===== config.mk =====
export PLATFORM = sky130hd
export DESIGN_NAME = exec_logic_arbiter_flat
export DESIGN_NICKNAME = d
export VERILOG_FILES = /design/src/rtl/exec_logic_arbiter_pkg.sv /design/src/rtl/exec_logic_arbiter_if.sv /design/src/rtl/exec_logic_arbiter_exec_logic.sv /design/src/rtl/exec_logic_arbiter.sv /design/src/flat_wrapper.sv
export SDC_FILE = /design/constraint.sdc
export NUM_CORES = 1
export LEC_CHECK = 0
export CAP_MARGIN = 5
export CORE_MARGIN = 2
export CORE_UTILIZATION = 46
export DETAILED_ROUTE_END_ITERATION = 10
export PLACE_DENSITY_LB_ADDON = 0.3
export SETUP_SLACK_MARGIN = 0.2
export SLEW_MARGIN = 20
export SYNTH_ARGS = -nofsm -noshare
export SYNTH_HDL_FRONTEND = slang
export SYNTH_HIERARCHICAL = 1
export SYNTH_SLANG_ARGS = --single-unit

===== constraint.sdc =====
create_clock -name clk -period 2.9 [get_ports clk]
set_input_delay 0.29 -clock clk [delete_from_list [all_inputs] [get_ports clk]]
set_output_delay 0.29 -clock clk [all_outputs]
set_load 0.03 [all_outputs]

===== src/rtl/exec_logic_arbiter_pkg.sv =====
// rtl/exec_logic_arbiter_pkg.sv - shared op encodings, widths and requester IDs
package exec_logic_arbiter_pkg;

  localparam int W_OPR_DEF = 32;
  localparam int W_TAG_DEF = 4;
  localparam int W_CNT_DEF = 16;

  typedef enum logic [1:0] {
    OP_AND = 2'b00,
    OP_OR  = 2'b01,
    OP_NOT = 2'b10,
    OP_XOR = 2'b11
  } op_e;

  localparam logic REQ0 = 1'b0;
  localparam logic REQ1 = 1'b1;

endpackage


===== src/rtl/exec_logic_arbiter_if.sv =====
// rtl/exec_logic_arbiter_if.sv - two issue requesters plus the result channel
interface exec_logic_arbiter_if
  import exec_logic_arbiter_pkg::*;
#(
  parameter int W_OPR = W_OPR_DEF,
  parameter int W_TAG = W_TAG_DEF
);
  logic             req0_valid_i;
  logic             req0_ready_o;
  logic [W_OPR-1:0] req0_opr0_i;
  logic [W_OPR-1:0] req0_opr1_i;
  logic [1:0]       req0_select_i;
  logic [W_TAG-1:0] req0_tag_i;

  logic             req1_valid_i;
  logic             req1_ready_o;
  logic [W_OPR-1:0] req1_opr0_i;
  logic [W_OPR-1:0] req1_opr1_i;
  logic [1:0]       req1_select_i;
  logic [W_TAG-1:0] req1_tag_i;

  logic             res_valid_o;
  logic             res_ready_i;
  logic [W_OPR-1:0] res_data_o;
  logic [W_TAG-1:0] res_tag_o;
  logic             res_src_o;

  modport slave (
    input  req0_valid_i, req0_opr0_i, req0_opr1_i, req0_select_i, req0_tag_i,
    output req0_ready_o,
    input  req1_valid_i, req1_opr0_i, req1_opr1_i, req1_select_i, req1_tag_i,
    output req1_ready_o,
    output res_valid_o, res_data_o, res_tag_o, res_src_o,
    input  res_ready_i
  );

  modport master (
    output req0_valid_i, req0_opr0_i, req0_opr1_i, req0_select_i, req0_tag_i,
    input  req0_ready_o,
    output req1_valid_i, req1_opr0_i, req1_opr1_i, req1_select_i, req1_tag_i,
    input  req1_ready_o,
    input  res_valid_o, res_data_o, res_tag_o, res_src_o,
    output res_ready_i
  );

endinterface


===== src/rtl/exec_logic_arbiter_exec_logic.sv =====
// rtl/exec_logic_arbiter_exec_logic.sv - combinational AND/OR/NOT/XOR unit
module exec_logic_arbiter_exec_logic
  import exec_logic_arbiter_pkg::*;
#(
  parameter int W_OPR = W_OPR_DEF
) (
  input  logic [W_OPR-1:0] opr0_i,
  input  logic [W_OPR-1:0] opr1_i,
  input  logic [1:0]       select_i,
  output logic [W_OPR-1:0] result_o
);

  always_comb begin
    result_o = '0;
    case (op_e'(select_i))
      OP_AND: result_o = opr0_i & opr1_i;
      OP_OR:  result_o = opr0_i | opr1_i;
      OP_NOT: result_o = ~opr0_i;
      OP_XOR: result_o = opr0_i ^ opr1_i;
      default: result_o = '0;
    endcase
  end

endmodule


===== src/rtl/exec_logic_arbiter.sv =====
// rtl/exec_logic_arbiter.sv - round-robin sharing of one exec_logic unit between two
// requesters, with a one-entry result register and saturating grant counters
module exec_logic_arbiter
  import exec_logic_arbiter_pkg::*;
#(
  parameter int W_OPR = W_OPR_DEF,
  parameter int W_TAG = W_TAG_DEF,
  parameter int W_CNT = W_CNT_DEF
) (
  input  logic                 clk,
  input  logic                 rst_n,
  exec_logic_arbiter_if.slave  bus,
  input  logic                 cnt_clr_i,
  output logic [W_CNT-1:0]     cnt0_o,
  output logic [W_CNT-1:0]     cnt1_o
);

  logic             res_valid_q, res_valid_d;
  logic [W_OPR-1:0] res_data_q,  res_data_d;
  logic [W_TAG-1:0] res_tag_q,   res_tag_d;
  logic             res_src_q,   res_src_d;
  logic             rr_q,        rr_d;
  logic [W_CNT-1:0] cnt0_q,      cnt0_d;
  logic [W_CNT-1:0] cnt1_q,      cnt1_d;

  logic             can_accept;
  logic             both_valid;
  logic             grant;
  logic             ready0, ready1;
  logic             accept;
  logic [W_OPR-1:0] mux_opr0, mux_opr1;
  logic [1:0]       mux_select;
  logic [W_TAG-1:0] mux_tag;
  logic [W_OPR-1:0] exec_result;

  // A full register that drains this cycle can take a new op in the same cycle.
  assign can_accept = ~res_valid_q | bus.res_ready_i;
  assign both_valid = bus.req0_valid_i & bus.req1_valid_i;

  always_comb begin
    grant = REQ0;
    if (both_valid)
      grant = rr_q;
    else if (bus.req1_valid_i)
      grant = REQ1;
  end

  // rst_n gating keeps both readies low for the whole reset window.
  assign ready0 = rst_n & can_accept & (grant == REQ0);
  assign ready1 = rst_n & can_accept & (grant == REQ1);
  assign bus.req0_ready_o = ready0;
  assign bus.req1_ready_o = ready1;

  assign accept = (bus.req0_valid_i & ready0) | (bus.req1_valid_i & ready1);

  assign mux_opr0   = (grant == REQ1) ? bus.req1_opr0_i   : bus.req0_opr0_i;
  assign mux_opr1   = (grant == REQ1) ? bus.req1_opr1_i   : bus.req0_opr1_i;
  assign mux_select = (grant == REQ1) ? bus.req1_select_i : bus.req0_select_i;
  assign mux_tag    = (grant == REQ1) ? bus.req1_tag_i    : bus.req0_tag_i;

  exec_logic_arbiter_exec_logic #(
    .W_OPR (W_OPR)
  ) u_exec_logic (
    .opr0_i   (mux_opr0),
    .opr1_i   (mux_opr1),
    .select_i (mux_select),
    .result_o (exec_result)
  );

  always_comb begin
    res_valid_d = res_valid_q;
    res_data_d  = res_data_q;
    res_tag_d   = res_tag_q;
    res_src_d   = res_src_q;
    rr_d        = rr_q;
    cnt0_d      = cnt0_q;
    cnt1_d      = cnt1_q;

    if (accept) begin
      res_valid_d = 1'b1;
      res_data_d  = exec_result;
      res_tag_d   = mux_tag;
      res_src_d   = grant;
    end else if (bus.res_ready_i) begin
      res_valid_d = 1'b0;
    end

    // The pointer only moves on contention, so a lone requester never loses priority.
    if (accept && both_valid)
      rr_d = ~grant;

    if (cnt_clr_i) begin
      cnt0_d = '0;
      cnt1_d = '0;
    end else if (accept) begin
      if (grant == REQ0 && cnt0_q != '1)
        cnt0_d = cnt0_q + W_CNT'(1);
      if (grant == REQ1 && cnt1_q != '1)
        cnt1_d = cnt1_q + W_CNT'(1);
    end
  end

  always_ff @(posedge clk or negedge rst_n) begin
    if (!rst_n) begin
      res_valid_q <= 1'b0;
      res_data_q  <= '0;
      res_tag_q   <= '0;
      res_src_q   <= REQ0;
      rr_q        <= REQ0;
      cnt0_q      <= '0;
      cnt1_q      <= '0;
    end else begin
      res_valid_q <= res_valid_d;
      res_data_q  <= res_data_d;
      res_tag_q   <= res_tag_d;
      res_src_q   <= res_src_d;
      rr_q        <= rr_d;
      cnt0_q      <= cnt0_d;
      cnt1_q      <= cnt1_d;
    end
  end

  assign bus.res_valid_o = res_valid_q;
  assign bus.res_data_o  = res_data_q;
  assign bus.res_tag_o   = res_tag_q;
  assign bus.res_src_o   = res_src_q;
  assign cnt0_o          = cnt0_q;
  assign cnt1_o          = cnt1_q;

endmodule


===== src/flat_wrapper.sv =====
// flat-port wrapper written by rule: the top's interface ports become plain ports
module exec_logic_arbiter_flat import exec_logic_arbiter_pkg::*;
#(
  parameter int W_OPR = W_OPR_DEF,
  parameter int W_TAG = W_TAG_DEF,
  parameter int W_CNT = W_CNT_DEF
)
  (clk, rst_n, cnt_clr_i, cnt0_o, cnt1_o, bus_req0_valid_i, bus_req0_opr0_i, bus_req0_opr1_i, bus_req0_select_i, bus_req0_tag_i, bus_req0_ready_o, bus_req1_valid_i, bus_req1_opr0_i, bus_req1_opr1_i, bus_req1_select_i, bus_req1_tag_i, bus_req1_ready_o, bus_res_valid_o, bus_res_data_o, bus_res_tag_o, bus_res_src_o, bus_res_ready_i);
  exec_logic_arbiter_if #(.W_OPR(W_OPR), .W_TAG(W_TAG)) bus_i ();
  input  logic clk;
  input  logic rst_n;
  input  logic cnt_clr_i;
  output logic [W_CNT-1:0] cnt0_o;
  output logic [W_CNT-1:0] cnt1_o;
  input wire logic [$bits(bus_i.req0_valid_i)-1:0] bus_req0_valid_i;
  input wire logic [$bits(bus_i.req0_opr0_i)-1:0] bus_req0_opr0_i;
  input wire logic [$bits(bus_i.req0_opr1_i)-1:0] bus_req0_opr1_i;
  input wire logic [$bits(bus_i.req0_select_i)-1:0] bus_req0_select_i;
  input wire logic [$bits(bus_i.req0_tag_i)-1:0] bus_req0_tag_i;
  output wire logic [$bits(bus_i.req0_ready_o)-1:0] bus_req0_ready_o;
  input wire logic [$bits(bus_i.req1_valid_i)-1:0] bus_req1_valid_i;
  input wire logic [$bits(bus_i.req1_opr0_i)-1:0] bus_req1_opr0_i;
  input wire logic [$bits(bus_i.req1_opr1_i)-1:0] bus_req1_opr1_i;
  input wire logic [$bits(bus_i.req1_select_i)-1:0] bus_req1_select_i;
  input wire logic [$bits(bus_i.req1_tag_i)-1:0] bus_req1_tag_i;
  output wire logic [$bits(bus_i.req1_ready_o)-1:0] bus_req1_ready_o;
  output wire logic [$bits(bus_i.res_valid_o)-1:0] bus_res_valid_o;
  output wire logic [$bits(bus_i.res_data_o)-1:0] bus_res_data_o;
  output wire logic [$bits(bus_i.res_tag_o)-1:0] bus_res_tag_o;
  output wire logic [$bits(bus_i.res_src_o)-1:0] bus_res_src_o;
  input wire logic [$bits(bus_i.res_ready_i)-1:0] bus_res_ready_i;
  assign bus_i.req0_valid_i = bus_req0_valid_i;
  assign bus_i.req0_opr0_i = bus_req0_opr0_i;
  assign bus_i.req0_opr1_i = bus_req0_opr1_i;
  assign bus_i.req0_select_i = bus_req0_select_i;
  assign bus_i.req0_tag_i = bus_req0_tag_i;
  assign bus_req0_ready_o = bus_i.req0_ready_o;
  assign bus_i.req1_valid_i = bus_req1_valid_i;
  assign bus_i.req1_opr0_i = bus_req1_opr0_i;
  assign bus_i.req1_opr1_i = bus_req1_opr1_i;
  assign bus_i.req1_select_i = bus_req1_select_i;
  assign bus_i.req1_tag_i = bus_req1_tag_i;
  assign bus_req1_ready_o = bus_i.req1_ready_o;
  assign bus_res_valid_o = bus_i.res_valid_o;
  assign bus_res_data_o = bus_i.res_data_o;
  assign bus_res_tag_o = bus_i.res_tag_o;
  assign bus_res_src_o = bus_i.res_src_o;
  assign bus_i.res_ready_i = bus_res_ready_i;
  exec_logic_arbiter #(.W_OPR(W_OPR), .W_TAG(W_TAG), .W_CNT(W_CNT)) u_core (.clk(clk), .rst_n(rst_n), .bus(bus_i), .cnt_clr_i(cnt_clr_i), .cnt0_o(cnt0_o), .cnt1_o(cnt1_o));
endmodule

==> summary.txt <==
Placement
  – Worst slack at placement: -20.4 ps
  – Port-buffer cells: between 200 and 250
  – Half-perimeter wire length after detailed placement: 11.7 mm
  – Count of placed standard cells including taps: 936
  – Final GP Congestion: approximately 0.83

Route
  – Vias: between 4000 and 5000
  – DR iter-0 viols: roughly 230
  – Post-detailed-routing wire length: ~15 mm
  – Detail Route Antenna Nets: 0
  – Vias per inst: between 5 and 6
  – Routed wirelength normalized by instance count: between 15 and 20 um
  – Remaining design rule violation count: 0
  – Number of iterations in the first detailed-routing pass: 4

Pwr
  – Int Power: about 0.0031 W
  – Switching Fraction: 35.6%
  – Portion of total power attributed to sequential cells: between 20% and 30%
  – Static leakage: roughly 3.8 nW
  – Net switching power: between 0.0015 and 0.002 W
  – Largest voltage drop on the vdd net: ~0.30 mV
  – Fraction of power consumed by combinational cells: approximately 50%
  – Power density over cell area: 556 nW/um2
  – Power share of the clock group: a little under a quarter

Synth
  – Post-Synthesis Mean Instance Area: 10.8 um2
  – Synth warn: 6
  – Syn nets: ~770
  – Largest area contributor in the netlist: sky130_fd_sc_hd__dfrtp_1
  – Fraction of the yosys area taken by sequential cells: between 20% and 30%
  – Seq cells post-synth: 71
  – Yosys cell types: 40
  – Cell area after synthesis: 6010 um2
  – Area share of the largest cell type after synthesis: between 20 and 30%
  – Number of flops mapped to enable cells by yosys: 0
  – Synth cell count leaders: sky130_fd_sc_hd__inv_1 (100), sky130_fd_sc_hd__mux2_2 (100), sky130_fd_sc_hd__dfrtp_1 (71)
  – Synthesized instance count: roughly 560
  – Ys async rst share: 100%
  – Main area contributors after synthesis: sky130_fd_sc_hd__dfrtp_1 (30%), sky130_fd_sc_hd__mux2_2 (19%), sky130_fd_sc_hd__ha_1 (14%)
  – Synth Flop Type: sky130_fd_sc_hd__dfrtp_1

Floorplanning
  – Die outline area: between 10000 and 15000 um2
  – Effective utilization at floorplan: a little under half
  – Number of cell rows: 41
  – I/O pin count: 218
  – Core ar.: approximately 13000 um2
  – Die Ht: approximately 120 um
  – DIE WIDTH: roughly 120 um

STA
  – Crit path time final: ~2600 ps
  – Tightest Pin Transition: around 770 ps
  – Final setup skew: 3.33 ps
  – Final setup vio count: 0
  – Count of final hold-check violations: 0
  – Max-Slew Margin vs Limit: between 40 and 50%
  – Slack of the critical path: about 300 ps
  – Part of the cycle the worst path needs: around nine tenths
  – Unrepaired setup endpoints after global routing: false
  – Slew Viols, Final: 0
  – FMAX: 386 MHz
  – Setup TNS: 0 ps

Run
  – Reported max-cap violation count: 0

Finish
  – Proportion of layout cells with a drive suffix above 1: 22.0%
  – Combined flip-flop and latch cell area: 1780 um2
  – Diodes inserted: 0
  – Number of standard cells in the final layout excluding fillers: 953
  – Filler instances: slightly below 1000
  – Final Net Count: ~990
  – Final standard cell utilization of the core: slightly below 70%
  – Relative area change from synthesis to final layout: 45.3%
  – Area used by multi-input combinational logic: about 3700 um2

Worst setup path
  – Crit Path Max Fanout: 18
  – Critical Path AT: 2800 ps
  – Kind of end point of the critical path: flop
  – Buf+Inv Stages, Crit Path: 5
  – Slowest Stage Delay on Critical Path: ~490 ps
  – Kind of cell adding the most delay to the critical path: multiplexers
  – Worst Setup Start Kind: primary input
  – Critical path cell sequence: clkdlybuf4s50_1 -> inv_1 -> o21ai_4 -> buf_12 -> buf_12 -> mux2_2 -> inv_1 -> ha_1 -> mux4_2 -> mux2_2
  – Critical Path Source: bus_req0_valid_i
  – Logic depth of the worst register-to-register path: 8
  – Endpoint required time on the critical path: 3110 ps
  – FF-to-FF setup slack: approximately 330 ps
  – FF-to-FF End: u_core/bus.res_data_o[3]
  – Origin of the critical flop-to-flop path: u_core/rr_q
  – End point of the critical path: u_core/bus.res_data_o[3]
  – Number of stages on the worst setup path: 10
  – Slowest-stage cell, CP: sky130_fd_sc_hd__clkdlybuf4s50_1
  – Kind of critical path: in2reg

Global route
  – Wire length of the first global-routing pass: ~25 mm
  – Number of antenna violations at the first check in global routing: 0
  – Global-route congestion overflow total: 0
  – Maximum number of pins on one net before global-route repair: 54
  – Vias in the first global route: 5384
  – Aggregate global-route resource usage: between 20% and 30%

Clock tree
  – Register clock-pin slew on the reported worst setup and hold paths: ~60 ps
  – CTS tree: built
  – Post-cts resize count: 0
  – Total CTS buffers: 9
  – Post-CTS setup buffer count: 0
  – Library cell used as clock root buffer: sky130_fd_sc_hd__clkbuf_16
  – Worst-Skew Late Latency: approximately 320 ps
  – Clk sink count: 71
  – Deepest clock path buffer count: 2
  – H-tree lvl count: 3
  – Quantity of hold-fixing buffers added after cts: 1

Outcome
  – Status: finished clean

Min path
  – Class of the tightest hold or removal check: in2async
==> metal layers <==
layer / routed length, um / GRT usage, % / vias up
met4: 306 / 8.28 / 0
li1: - / - / 2355
met1: 5830 / 23.9 / 2425
met5: 0 / 0 / -
met3: 1040 / 6.08 / 24
met2: 7930 / 40.9 / 167
==> flip-flops by register name (all words and copies together) (netlist names) <==
| name | flops |
|---|---|
| u_core/cnt1_o | 16 |
| u_core/bus.res_valid_o | 1 |
| u_core/rr_q | 1 |
| u_core/bus.res_src_o | 1 |
| u_core/cnt0_o | 16 |
| u_core/bus.res_data_o | 32 |
| u_core/bus.res_tag_o | 4 |
==> stage by stage <==
step                cell area [um2]  total power, W  hold WS, ps
finish                         8730         0.00485          417
global route                   8730         0.00514          425
CTS                            8730         0.00491          420
detailed placement             8430         0.00378          208
global placement               8430         0.00368          203
floorplan                      6010         0.00280        -5.59
==> cell families after synthesis <==
group / after synthesis / synth area share [%]
XOR/XNOR: 26 / 3.79
AND/OR/NAND/NOR: 118 / 10.7
AO/OA/AOI/OAI: 16 / 2.04
buffers and inverters: 125 / 9.10
adder cells (fa/ha/maj): 66 / 13.7
multiplexers: 133 / 31.0
flip-flops: 71 / 29.6
==> power groups by stage <==
stage,combinational (W),clock [W],sequential [W]
floorplan,0.000992,0,0.00181
global placement,0.00232,0,0.00136
finish,0.00238,0.00111,0.00136
detailed placement,0.00239,0,0.00138
global route,0.00256,0.00118,0.00140
CTS,0.00241,0.00113,0.00137
==> worst min-delay path by stage <==
stage                                     to  slack (ps)
floorplan           u_core/bus.res_data_o[0]          -6
finish                      u_core/cnt1_o[1]         420
global placement      u_core/bus.res_valid_o         200
global route                u_core/cnt1_o[6]         430
CTS                         u_core/cnt1_o[0]         420
detailed placement               u_core/rr_q         210
==> layout make-up <==
| class | instances | area share, % |
|---|---|---|
| Tap cell | 172 | 2.46 |
| Clock inverter | 6 | 0.802 |
| Clock buffer | 10 | 2.62 |
| Inverter | 100 | 4.30 |
| Multi-Input combinational cell | 359 | 42.3 |
| Timing Repair Buffer | 235 | 27.1 |
| Sequential cell | 71 | 20.3 |
==> layout by cell type, fill, tap and decap left out, types with 3 or more instances in the layout <==
cell,Yosys,routed
sky130_fd_sc_hd__nor4_1,10,10
sky130_fd_sc_hd__nand2_1,21,21
sky130_fd_sc_hd__clkinvlp_4,0,3
sky130_fd_sc_hd__a21oi_1,3,3
sky130_fd_sc_hd__dfrtp_1,71,71
sky130_fd_sc_hd__nor2b_1,5,5
sky130_fd_sc_hd__nor3_1,12,12
sky130_fd_sc_hd__clkdlybuf4s50_1,0,216
sky130_fd_sc_hd__mux4_2,30,30
sky130_fd_sc_hd__buf_12,3,5
sky130_fd_sc_hd__nor2_1,31,31
sky130_fd_sc_hd__buf_4,1,13
sky130_fd_sc_hd__xnor2_1,26,26
sky130_fd_sc_hd__o21ai_0,3,3
sky130_fd_sc_hd__a22oi_1,4,4
sky130_fd_sc_hd__nand4_1,10,10
sky130_fd_sc_hd__nand3_1,12,12
sky130_fd_sc_hd__mux2_2,100,100
sky130_fd_sc_hd__clkbuf_16,0,9
sky130_fd_sc_hd__ha_1,66,66
sky130_fd_sc_hd__inv_1,100,100
Power figures use the tool's default switching activity.
